[config.mk]
export PLATFORM = sky130hd
export DESIGN_NAME = store_addr_reader_flat
export DESIGN_NICKNAME = d
export VERILOG_FILES = /design/src/rtl/store_addr_reader_pkg.sv /design/src/rtl/store_addr_reader_if.sv /design/src/rtl/store_addr_skid_buf.sv /design/src/rtl/store_addr_reader.sv /design/src/flat_wrapper.sv
export SDC_FILE = /design/constraint.sdc
export NUM_CORES = 1
export LEC_CHECK = 0
export BUFFER_PORTS_ARGS = -buffer_cell sky130_fd_sc_hd__buf_2
export CAP_MARGIN = 20
export CELL_PAD_IN_SITES_DETAIL_PLACEMENT = 0
export CELL_PAD_IN_SITES_GLOBAL_PLACEMENT = 1
export CORE_AREA = 3 3 112 114
export DETAILED_ROUTE_END_ITERATION = 10
export DIE_AREA = 0 0 115 117
export PLACE_DENSITY = 0.83
export SETUP_SLACK_MARGIN = 0.3
export SYNTH_ARGS = -nofsm -noshare
export SYNTH_HDL_FRONTEND = slang
export SYNTH_HIERARCHICAL = 1
export SYNTH_SLANG_ARGS = --single-unit
[constraint.sdc]
create_clock -name clk -period 2.7 [get_ports clk]
set_input_delay 0.405 -clock clk [delete_from_list [all_inputs] [get_ports clk]]
set_output_delay 0.405 -clock clk [all_outputs]
set_load 0.005 [all_outputs]
[src/rtl/store_addr_reader_pkg.sv]
// Shared constants, types and address helper for the store_addr reader.
// Index width, DDR frame layout and FSM encoding live here.
package store_addr_reader_pkg;

   localparam int IDX_W      = 4;
   localparam int ADDR_W     = 28;
   localparam int NUM_FRAMES = 4;

   localparam logic [ADDR_W-1:0] BASE_ADDR    = 28'h0000000;
   localparam logic [ADDR_W-1:0] FRAME_STRIDE = 28'h0400000;

   typedef enum logic {
      ST_RUN   = 1'b0,
      ST_FLUSH = 1'b1
   } state_e;

   typedef struct packed {
      logic [IDX_W-1:0]  idx;
      logic [ADDR_W-1:0] addr;
   } req_t;

   // Product is formed at full width, then truncated.
   function automatic logic [ADDR_W-1:0] frame_addr(
      input logic [IDX_W-1:0] idx
   );
      logic [ADDR_W+IDX_W-1:0] prod;
      prod = {{IDX_W{1'b0}}, FRAME_STRIDE}
           * {{ADDR_W{1'b0}}, idx};
      return BASE_ADDR + prod[ADDR_W-1:0];
   endfunction

endpackage

[src/rtl/store_addr_reader_if.sv]
// FIFO read-side and request-side bundles for the store_addr reader.
// The reader is master on both.
interface store_addr_fifo_if;
   import store_addr_reader_pkg::*;

   logic             fifo_rd_en;
   logic [IDX_W-1:0] fifo_rd_data;
   logic             fifo_rd_empty;

   modport master (
      output fifo_rd_en,
      input  fifo_rd_data,
      input  fifo_rd_empty
   );

   modport slave (
      input  fifo_rd_en,
      output fifo_rd_data,
      output fifo_rd_empty
   );
endinterface

interface store_addr_req_if;
   import store_addr_reader_pkg::*;

   logic              req_valid;
   logic              req_ready;
   logic [IDX_W-1:0]  req_idx;
   logic [ADDR_W-1:0] req_addr;

   modport master (
      output req_valid,
      output req_idx,
      output req_addr,
      input  req_ready
   );

   modport slave (
      input  req_valid,
      input  req_idx,
      input  req_addr,
      output req_ready
   );
endinterface

[src/rtl/store_addr_skid_buf.sv]
// Small register FIFO holding prefetched {idx,addr} entries.
// Clear wins over push/pop in the same cycle.
module store_addr_skid_buf #(
   parameter  int DEPTH = 4,
   parameter  int W     = 32,
   localparam int PW    = $clog2(DEPTH),
   localparam int LW    = PW + 1
) (
   input  logic          clk,
   input  logic          rst,
   input  logic          push,
   input  logic          pop,
   input  logic          clr,
   input  logic [W-1:0]  din,
   output logic [LW-1:0] level,
   output logic [W-1:0]  head
);

   logic [W-1:0]  mem_q [DEPTH];
   logic [W-1:0]  mem_d [DEPTH];
   logic [PW-1:0] wr_q, wr_d;
   logic [PW-1:0] rd_q, rd_d;
   logic [LW-1:0] lvl_q, lvl_d;

   always_comb begin
      mem_d = mem_q;
      wr_d  = wr_q;
      rd_d  = rd_q;
      lvl_d = lvl_q;
      if (clr) begin
         wr_d  = '0;
         rd_d  = '0;
         lvl_d = '0;
      end else begin
         if (push) begin
            mem_d[wr_q] = din;
            wr_d        = wr_q + PW'(1);
         end
         if (pop) begin
            rd_d = rd_q + PW'(1);
         end
         lvl_d = lvl_q + LW'(push) - LW'(pop);
      end
   end

   always_ff @(posedge clk) begin
      if (rst) begin
         wr_q  <= '0;
         rd_q  <= '0;
         lvl_q <= '0;
      end else begin
         wr_q  <= wr_d;
         rd_q  <= rd_d;
         lvl_q <= lvl_d;
      end
   end

   always_ff @(posedge clk) begin
      mem_q <= mem_d;
   end

   assign level = lvl_q;
   assign head  = mem_q[rd_q];

endmodule

[src/rtl/store_addr_reader.sv]
// Pops frame indices from store_addr, prefetches them with their DDR
// base address and presents them on a valid/ready request port.
module store_addr_reader
   import store_addr_reader_pkg::*;
#(
   parameter  int RD_LATENCY = 1,
   parameter  int BUF_DEPTH  = 4,
   localparam int LVL_W      = $clog2(BUF_DEPTH) + 1
) (
   input  logic              clk,
   input  logic              rst,
   input  logic              enable,
   input  logic              flush,
   store_addr_fifo_if.master fifo,
   store_addr_req_if.master  req,
   output logic [LVL_W-1:0]  buf_level,
   output logic [15:0]       pop_cnt,
   output logic              idx_err
);

   state_e                state_q, state_d;
   logic [RD_LATENCY-1:0] infl_q, infl_d;
   logic [15:0]           pop_cnt_q, pop_cnt_d;
   logic                  idx_err_q, idx_err_d;

   logic [LVL_W:0] infl_cnt;
   logic [LVL_W:0] occ;
   logic           rd_en, capture, bad_idx, keep;
   logic           push, pop, clr, valid;
   req_t           din, head;

   // Credits count both buffered and in-flight entries.
   always_comb begin
      infl_cnt = '0;
      for (int i = 0; i < RD_LATENCY; i++) begin
         infl_cnt = infl_cnt + (LVL_W+1)'(infl_q[i]);
      end
      occ = (LVL_W+1)'(buf_level) + infl_cnt;
   end

   always_comb begin
      rd_en = enable & ~fifo.fifo_rd_empty & ~flush & ~rst
            & (state_q == ST_RUN)
            & (occ < (LVL_W+1)'(BUF_DEPTH));
      infl_d    = RD_LATENCY'({infl_q, rd_en});
      capture   = infl_q[RD_LATENCY-1];
      bad_idx   = fifo.fifo_rd_data >= IDX_W'(NUM_FRAMES);
      keep      = capture & ~flush & (state_q == ST_RUN);
      push      = keep & ~bad_idx;
      pop       = valid & req.req_ready;
      clr       = flush & (state_q == ST_RUN);
      din.idx   = fifo.fifo_rd_data;
      din.addr  = frame_addr(fifo.fifo_rd_data);
      pop_cnt_d = pop_cnt_q + 16'(rd_en);
      idx_err_d = idx_err_q | (keep & bad_idx);
   end

   always_comb begin
      state_d = state_q;
      unique case (state_q)
         ST_RUN:   if (flush) state_d = ST_FLUSH;
         ST_FLUSH: if (infl_cnt == '0) state_d = ST_RUN;
      endcase
   end

   always_ff @(posedge clk) begin
      if (rst) begin
         state_q   <= ST_RUN;
         infl_q    <= '0;
         pop_cnt_q <= '0;
         idx_err_q <= 1'b0;
      end else begin
         state_q   <= state_d;
         infl_q    <= infl_d;
         pop_cnt_q <= pop_cnt_d;
         idx_err_q <= idx_err_d;
      end
   end

   store_addr_skid_buf #(
      .DEPTH (BUF_DEPTH),
      .W     ($bits(req_t))
   ) u_buf (
      .clk   (clk),
      .rst   (rst),
      .push  (push),
      .pop   (pop),
      .clr   (clr),
      .din   (din),
      .level (buf_level),
      .head  (head)
   );

   assign valid           = buf_level != '0;
   assign fifo.fifo_rd_en = rd_en;
   assign req.req_valid   = valid;
   assign req.req_idx     = valid ? head.idx : '0;
   assign req.req_addr    = valid ? head.addr : '0;
   assign pop_cnt         = pop_cnt_q;
   assign idx_err         = idx_err_q;

endmodule

[src/flat_wrapper.sv]
// flat-port wrapper written by rule: the top's interface ports become plain ports
module store_addr_reader_flat import store_addr_reader_pkg::*;
#(
   parameter  int RD_LATENCY = 1,
   parameter  int BUF_DEPTH  = 4,
   localparam int LVL_W      = $clog2(BUF_DEPTH) + 1
)
  (clk, rst, enable, flush, buf_level, pop_cnt, idx_err, fifo_fifo_rd_en, fifo_fifo_rd_data, fifo_fifo_rd_empty, req_req_valid, req_req_idx, req_req_addr, req_req_ready);
  store_addr_fifo_if fifo_i ();
  store_addr_req_if req_i ();
  input  logic clk;
  input  logic rst;
  input  logic enable;
  input  logic flush;
  output logic [LVL_W-1:0] buf_level;
  output logic [15:0] pop_cnt;
  output logic idx_err;
  output wire logic [$bits(fifo_i.fifo_rd_en)-1:0] fifo_fifo_rd_en;
  input wire logic [$bits(fifo_i.fifo_rd_data)-1:0] fifo_fifo_rd_data;
  input wire logic [$bits(fifo_i.fifo_rd_empty)-1:0] fifo_fifo_rd_empty;
  output wire logic [$bits(req_i.req_valid)-1:0] req_req_valid;
  output wire logic [$bits(req_i.req_idx)-1:0] req_req_idx;
  output wire logic [$bits(req_i.req_addr)-1:0] req_req_addr;
  input wire logic [$bits(req_i.req_ready)-1:0] req_req_ready;
  assign fifo_fifo_rd_en = fifo_i.fifo_rd_en;
  assign fifo_i.fifo_rd_data = fifo_fifo_rd_data;
  assign fifo_i.fifo_rd_empty = fifo_fifo_rd_empty;
  assign req_req_valid = req_i.req_valid;
  assign req_req_idx = req_i.req_idx;
  assign req_req_addr = req_i.req_addr;
  assign req_i.req_ready = req_req_ready;
  store_addr_reader #(.RD_LATENCY(RD_LATENCY), .BUF_DEPTH(BUF_DEPTH)) u_core (.clk(clk), .rst(rst), .enable(enable), .flush(flush), .fifo(fifo_i), .req(req_i), .buf_level(buf_level), .pop_cnt(pop_cnt), .idx_err(idx_err));
endmodule
==> results of run 1 <==
-- report_power, final --
part	leakage, nW	internal (W)	switching [W]
registers	1.36	0.00257	0.00000330
clock network	0.303	0.00164	0.000902
logic	1.27	0.0000332	0.0000560
total	2.93	0.00425	0.000961
-- metal layers --
metal	routed length [um]	up-vias	track usage
li1	-	1593	-
met5	0	-	0
met3	401	11	0.0463
met2	5250	55	0.284
met4	117	0	0.0634
met1	4430	1618	0.212
-- worst min path at each step --
stage	to	slack (ns)	cells after the start
global placement	u_core/idx_err$_SDFF_PP0_	0.47	2
CTS	u_core/capture$_SDFF_PP0_	0.26	4
detailed placement	u_core/idx_err$_SDFF_PP0_	0.48	2
global route	u_core/u_buf/mem_q[86]$_DFFE_PP_	0.28	1
floorplan	u_core/idx_err$_SDFF_PP0_	0.46	2
finish	u_core/u_buf/mem_q[125]$_DFFE_PP_	0.27	1
-- Yosys cell counts, types with 2 or more instances --
cell type	n
or4_1	4
or2_2	2
nand4_2	2
xor2_1	2
mux2_2	4
buf_2	3
or3_1	2
edfxtp_1	128
o31ai_1	4
xnor2_1	3
clkbuf_1	6
nor4_1	4
and2b_1	3
ha_1	8
a31oi_1	3
nor2_1	18
and2_1	4
nand4_1	2
o21ai_0	3
a21oi_1	9
nand3_1	4
dfxtp_1	26
mux4_2	27
inv_1	12
nand2_1	5
nor2b_1	37
mux4_1	5
buf_12	3
-- logic make-up (layout without fill, tap and decap cells) --
family,Yosys count,after routing,share of synthesized area
other,1,96,0.000608
AND/OR/NAND/NOR,92,92,0.0878
multiplexers,37,37,0.129
AO/OA/AOI/OAI,20,20,0.0193
flip-flops,154,154,0.708
adder cells (fa/ha/maj),9,9,0.0195
XOR/XNOR,6,6,0.0110
buffers and inverters,26,122,0.0256
-- stage by stage --
step / instances / util / setup WS [ns] / total power (W)
2_1_floorplan: 440 / - / 0.308 / 0.00268
3_3_place_gp: 646 / 0.614 / 0.122 / 0.00271
3_5_place_dp: 646 / 0.614 / 0.0641 / 0.00271
4_1_cts: 679 / 0.674 / 0.312 / 0.00526
5_1_grt: 679 / 0.677 / 0.313 / 0.00539
6_report: 679 / 0.677 / 0.459 / 0.00521
-- state kept, by name, indices dropped and copies added, names as in the netlist --
signal and cells:
u_core/capture 1, u_core/idx_err 1, u_core/pop_cnt 16, u_core/state_q 1, u_core/u_buf/level 3, u_core/u_buf/mem_q 128, u_core/u_buf/rd_q 2, u_core/u_buf/wr_q 2
-- area by class of cell --
cell class                 count  area (um^2)
clock buffer                  17          425
clock inverter                15          224
fill                         787         3710
inverter                      12         45.0
multi-input combinational    260         2060
sequential                   154         4370
tap                          143          179
timing repair buffer          78          494
-- worst max-delay path, stage by stage, from the launching register on --
cell and delay, ns:
dfxtp_1 0.35, nor4b_2 0.22, nand2_1 0.11, a31oi_2 0.17, ha_2 0.25, ha_4 0.17
nand4_4 0.17, or4_1 0.54, a21oi_1 0.18
-- timing repair --
action | 4_1_cts | 5_1_grt
endpoints found under the setup margin | 25 | 7
hold endpoints to repair | 0 | 0
resized for setup | 4 | 7
buffers inserted | 1 | 0
pin swaps | 0 | 1
==> results.toml, run 1 <==
[outcome]
status = "completed"

[worst_setup_path]
reg2reg_from = "u_core/u_buf/level[2]$_SDFF_PP0_"
startpoint = "u_core/u_buf/level[2]$_SDFF_PP0_"
start_kind = "flip-flop"
endpoint = "u_core/pop_cnt[12]$_SDFF_PP0_"
critical_path_class = "reg2reg"
cp_max_fo = 9
r2r_end = "u_core/pop_cnt[12]$_SDFF_PP0_"
worstSetupEndpointType = "flip-flop"
ff2ff_setup_slack_ns = 0.46
rr_worst_depth = 8
cp_data_arrival_time_ns = 2.58
critical_path_required_ns = 3.04

[finish]
final_cell_mix = "edfxtp_1 (128), conb_1 (96), buf_2 (63), nor2b_1 (37), mux4_2 (27)"
layout_commonest_cell = "edfxtp_1"
finish.net_count = 542
n_antenna_cell = 0
area_growth_pct = 26.5
drive_gt1_frac = 0.297
final_design_area_no_fill_um2 = 7800

[cts]
cts-buffers-inserted = 17
clock_path_buffers = 2
cts_hold_buf = 0
htreeDepth = 4
cts_sinks = 154
cts_tree = "yes"
clk_pin_slew_ns = 0.06
cts_root_buf = "clkbuf_16"
insertion_delay_ns = 0.41

[grt]
grt_pass1_wl_mm = 16.8
grt_usage = 0.169
grt_overflow_total = 0
grt_pass1_vias = 3321
grt_max_degree = 34
antenna_found_initial = 0

[synthesis]
ys_ff_latch = 154
synthArstFlopShare = 0
synth_top_cell_area_share = 0.623
yosysWarningCount = 6
synth_largest_area_cell = "edfxtp_1"
synth_area_leaders = "edfxtp_1 (62%), mux4_2 (9.9%), dfxtp_1 (8.4%)"
synth-seq-area-share = 0.708
synth_ff_type = "edfxtp_1"
syn_area_um2 = 6170
synth_edf_count = 128
syn_avg_cell_area_um2 = 17.9
netlist_instances = 345
yosysUniqueCellTypes = 40

[drt]
drt_pass1_iterations = 4
drtIter0Drc = 194
drc_errors = 0
viasPerCell = 4.83
via_count = 3277
ant_nets = 0
drt_wl_total_mm = 10.2
wl_per_cell_um = 15.0

[power]
power.density_nw_per_um2 = 667
irDropWorstVdd_uv = 440
leakage_nw = 2.93

[floorplan]
dieArea_um2 = 13500
die_h_um = 117
std_cell_rows = 39
core-area_um2 = 11500
initial_core_util = 0.536
ioPinCount = 64
chipWidth_um = 115

[hold_path]
hold_path.class = "in2reg"
hp-start = "fifo_fifo_rd_data[1]"

[sta]
worst_hold_slack_ns = 0.268
drv_slew = 0
grt_setup_unrepaired = "false"
fin_skew_ns = 0.00429
period_share = 0.830
setup_tns_ns = 0
timing.fmax_ghz = 0.446
finalSetupViolCount = 0
min_period_ns = 2.24
hold_viol = 0

[placement]
place_area_um2 = 7070
place.gp.congestion = 0.682
io_buffers = 63
dp_hpwl_mm = 6.32

[flow_run]
maxCapViolCount = 0
No activity file was read; power rests on OpenSTA's default activity.
==> inputs of run 2 (changes only) <==
clock period = 2.2 ns   (was 2.7 ns; I/O delays follow)
==> run 2 against run 1 <==
  * Wire length increased by 10%
  * Critical endpoint unchanged
  * Non-clock buffer count rose by 26
  * Critical path type unchanged
  * First-iteration DRC count fell by 22%
  * Largest power group unchanged
==> results.toml, run 2 (synthesis results as in run 1) <==
[sta]
min_period_ns = 2.16
hold_viol = 0
period_share = 0.983
drv_slew = 0
finalSetupViolCount = 0
grt_setup_unrepaired = "true"
finalWorstSetupSlack_ns = 0.0372
timing.fmax_ghz = 0.462
worst_hold_slack_ns = 0.187
fin_skew_ns = 0.00957

[cts]
clk_pin_slew_ns = 0.06
cts_hold_buf = 0
cts_root_buf = "clkbuf_16"
htreeDepth = 4
cts_sinks = 154
clock_path_buffers = 2
cts-buffers-inserted = 17
cts_tree = "yes"
insertion_delay_ns = 0.42

[finish]
area_growth_pct = 34.8
fin_util = 0.722
fillers = 741
regMostFlops = "u_core/u_buf/mem_q"
layout_commonest_cell = "edfxtp_1"
final_cells = 705
largest_reg_flops = 128
final_cell_mix = "edfxtp_1 (128), conb_1 (96), buf_2 (62), mux4_2 (32), nor2b_1 (28)"
drive_gt1_frac = 0.381
n_antenna_cell = 0
finish.net_count = 568

[outcome]
status = "completed"

[floorplan]
core-area_um2 = 11500
die_h_um = 117
ioPinCount = 64
initial_core_util = 0.536
chipWidth_um = 115
std_cell_rows = 39
dieArea_um2 = 13500

[power]
p_comb_frac = 0.024
p_switching_w = 0.00117
p_seq_frac = 0.505
clkPwrFrac = 0.471
sw_frac_of_total = 0.187
power.density_nw_per_um2 = 753
leakage_nw = 3.18
p_int_w = 0.00509
irDropWorstVdd_uv = 538

[grt]
met1_usage = 0.216
grt_pass1_vias = 3497
grt_usage = 0.176
grt.met2_usage = 0.296
grt_max_degree = 34
busiest_layer = "met2"
grt_use_met3 = 0.0473
grt_overflow_total = 0
antenna_found_initial = 0
grt_pass1_wl_mm = 17.4

[flow_run]
maxCapViolCount = 0

[drt]
ant_nets = 0
drc_errors = 0
viasPerCell = 4.85
drtIter0Drc = 151
wl_per_cell_um = 16.0
via_count = 3416
drt_pass1_iterations = 4
drt_wl_total_mm = 11.3

[worst_setup_path]
cp_max_fo = 5
start_kind = "flip-flop"
cp_data_arrival_time_ns = 2.52
worstSetupEndpointType = "flip-flop"
critical_path_required_ns = 2.56
critical_path_class = "reg2reg"

[placement]
pre_cts_ws_ns = -0.122
place.gp.congestion = 0.713
dp_hpwl_mm = 6.55
dp.cells = 655
io_buffers = 63

[hold_path]
hold_path.class = "in2reg"
-- run 2: cell types whose count changed in the layout (fill, tap and decap cells not counted), sizes merged --
cell	before	now
buf	78	102
clkbuf	17	23
bufinv	5	3
clkinvlp	4	2
-- run 2: through the flow --
stage / power, W / setup TNS [ns] / cell area [um^2]
after detailed placement: 0.00334 / -0.278 / 7260
after floorplan: 0.00329 / 0 / 6600
final: 0.00627 / 0 / 8320
after CTS: 0.00631 / -0.000125 / 8120
after global placement: 0.00333 / -0.0445 / 7260
after global routing: 0.00648 / -0.180 / 8320
-- run 2: final timing paths --
kind                                                        from                                to  slack (ns)  cells after the start
worst max-delay path            u_core/u_buf/level[2]$_SDFF_PP0_     u_core/pop_cnt[12]$_SDFF_PP0_        0.04                      9
worst min-delay path                        fifo_fifo_rd_data[0]  u_core/u_buf/mem_q[28]$_DFFE_PP_        0.19                      1
worst max register to register  u_core/u_buf/level[2]$_SDFF_PP0_     u_core/pop_cnt[12]$_SDFF_PP0_        0.04                      9
worst min register to register     u_core/pop_cnt[12]$_SDFF_PP0_     u_core/pop_cnt[12]$_SDFF_PP0_        0.53                      2
-- run 2: timing repair --
action,in CTS,in global routing
setup buffers,6,8
setup endpoints to repair,46,171
gates resized for setup,46,18
pin swaps,8,6
cloned,1,3
endpoints found under the hold margin,0,0
-- run 2: power groups by stage --
stage	sequential, W	clock (W)	combinational [W]
final	0.00316	0.00295	0.000152
after global routing	0.00316	0.00314	0.000175
after CTS	0.00316	0.00302	0.000127
after detailed placement	0.00323	0	0.000112
after global placement	0.00322	0	0.000109
after floorplan	0.00322	0	0.0000663
-- run 2: metal layers --
layer | wire length (um) | vias to the layer above
met5 | 0 | -
li1 | - | 1646
met3 | 472 | 18
met4 | 208 | 0
met2 | 5910 | 74
met1 | 4670 | 1678
-- run 2: area by class of cell --
cell class	count	area [um^2]	share of cell area
inverters	12	45.0	0.00542
well taps	143	179	0.0215
flip-flops and latches	154	4370	0.525
multi-input cells	260	2240	0.270
repair buffers	104	867	0.104
clock buffers	21	470	0.0566
clock inverters	11	143	0.0171
-- run 2: critical path, stage by stage (launching register included) --
cell,delay (ns)
dfxtp_2,0.34
nor4b_4,0.20
nand2_1,0.11
a31oi_2,0.19
ha_2,0.24
ha_4,0.15
nand4_4,0.16
buf_6,0.17
or4_4,0.41
a21oi_2,0.12
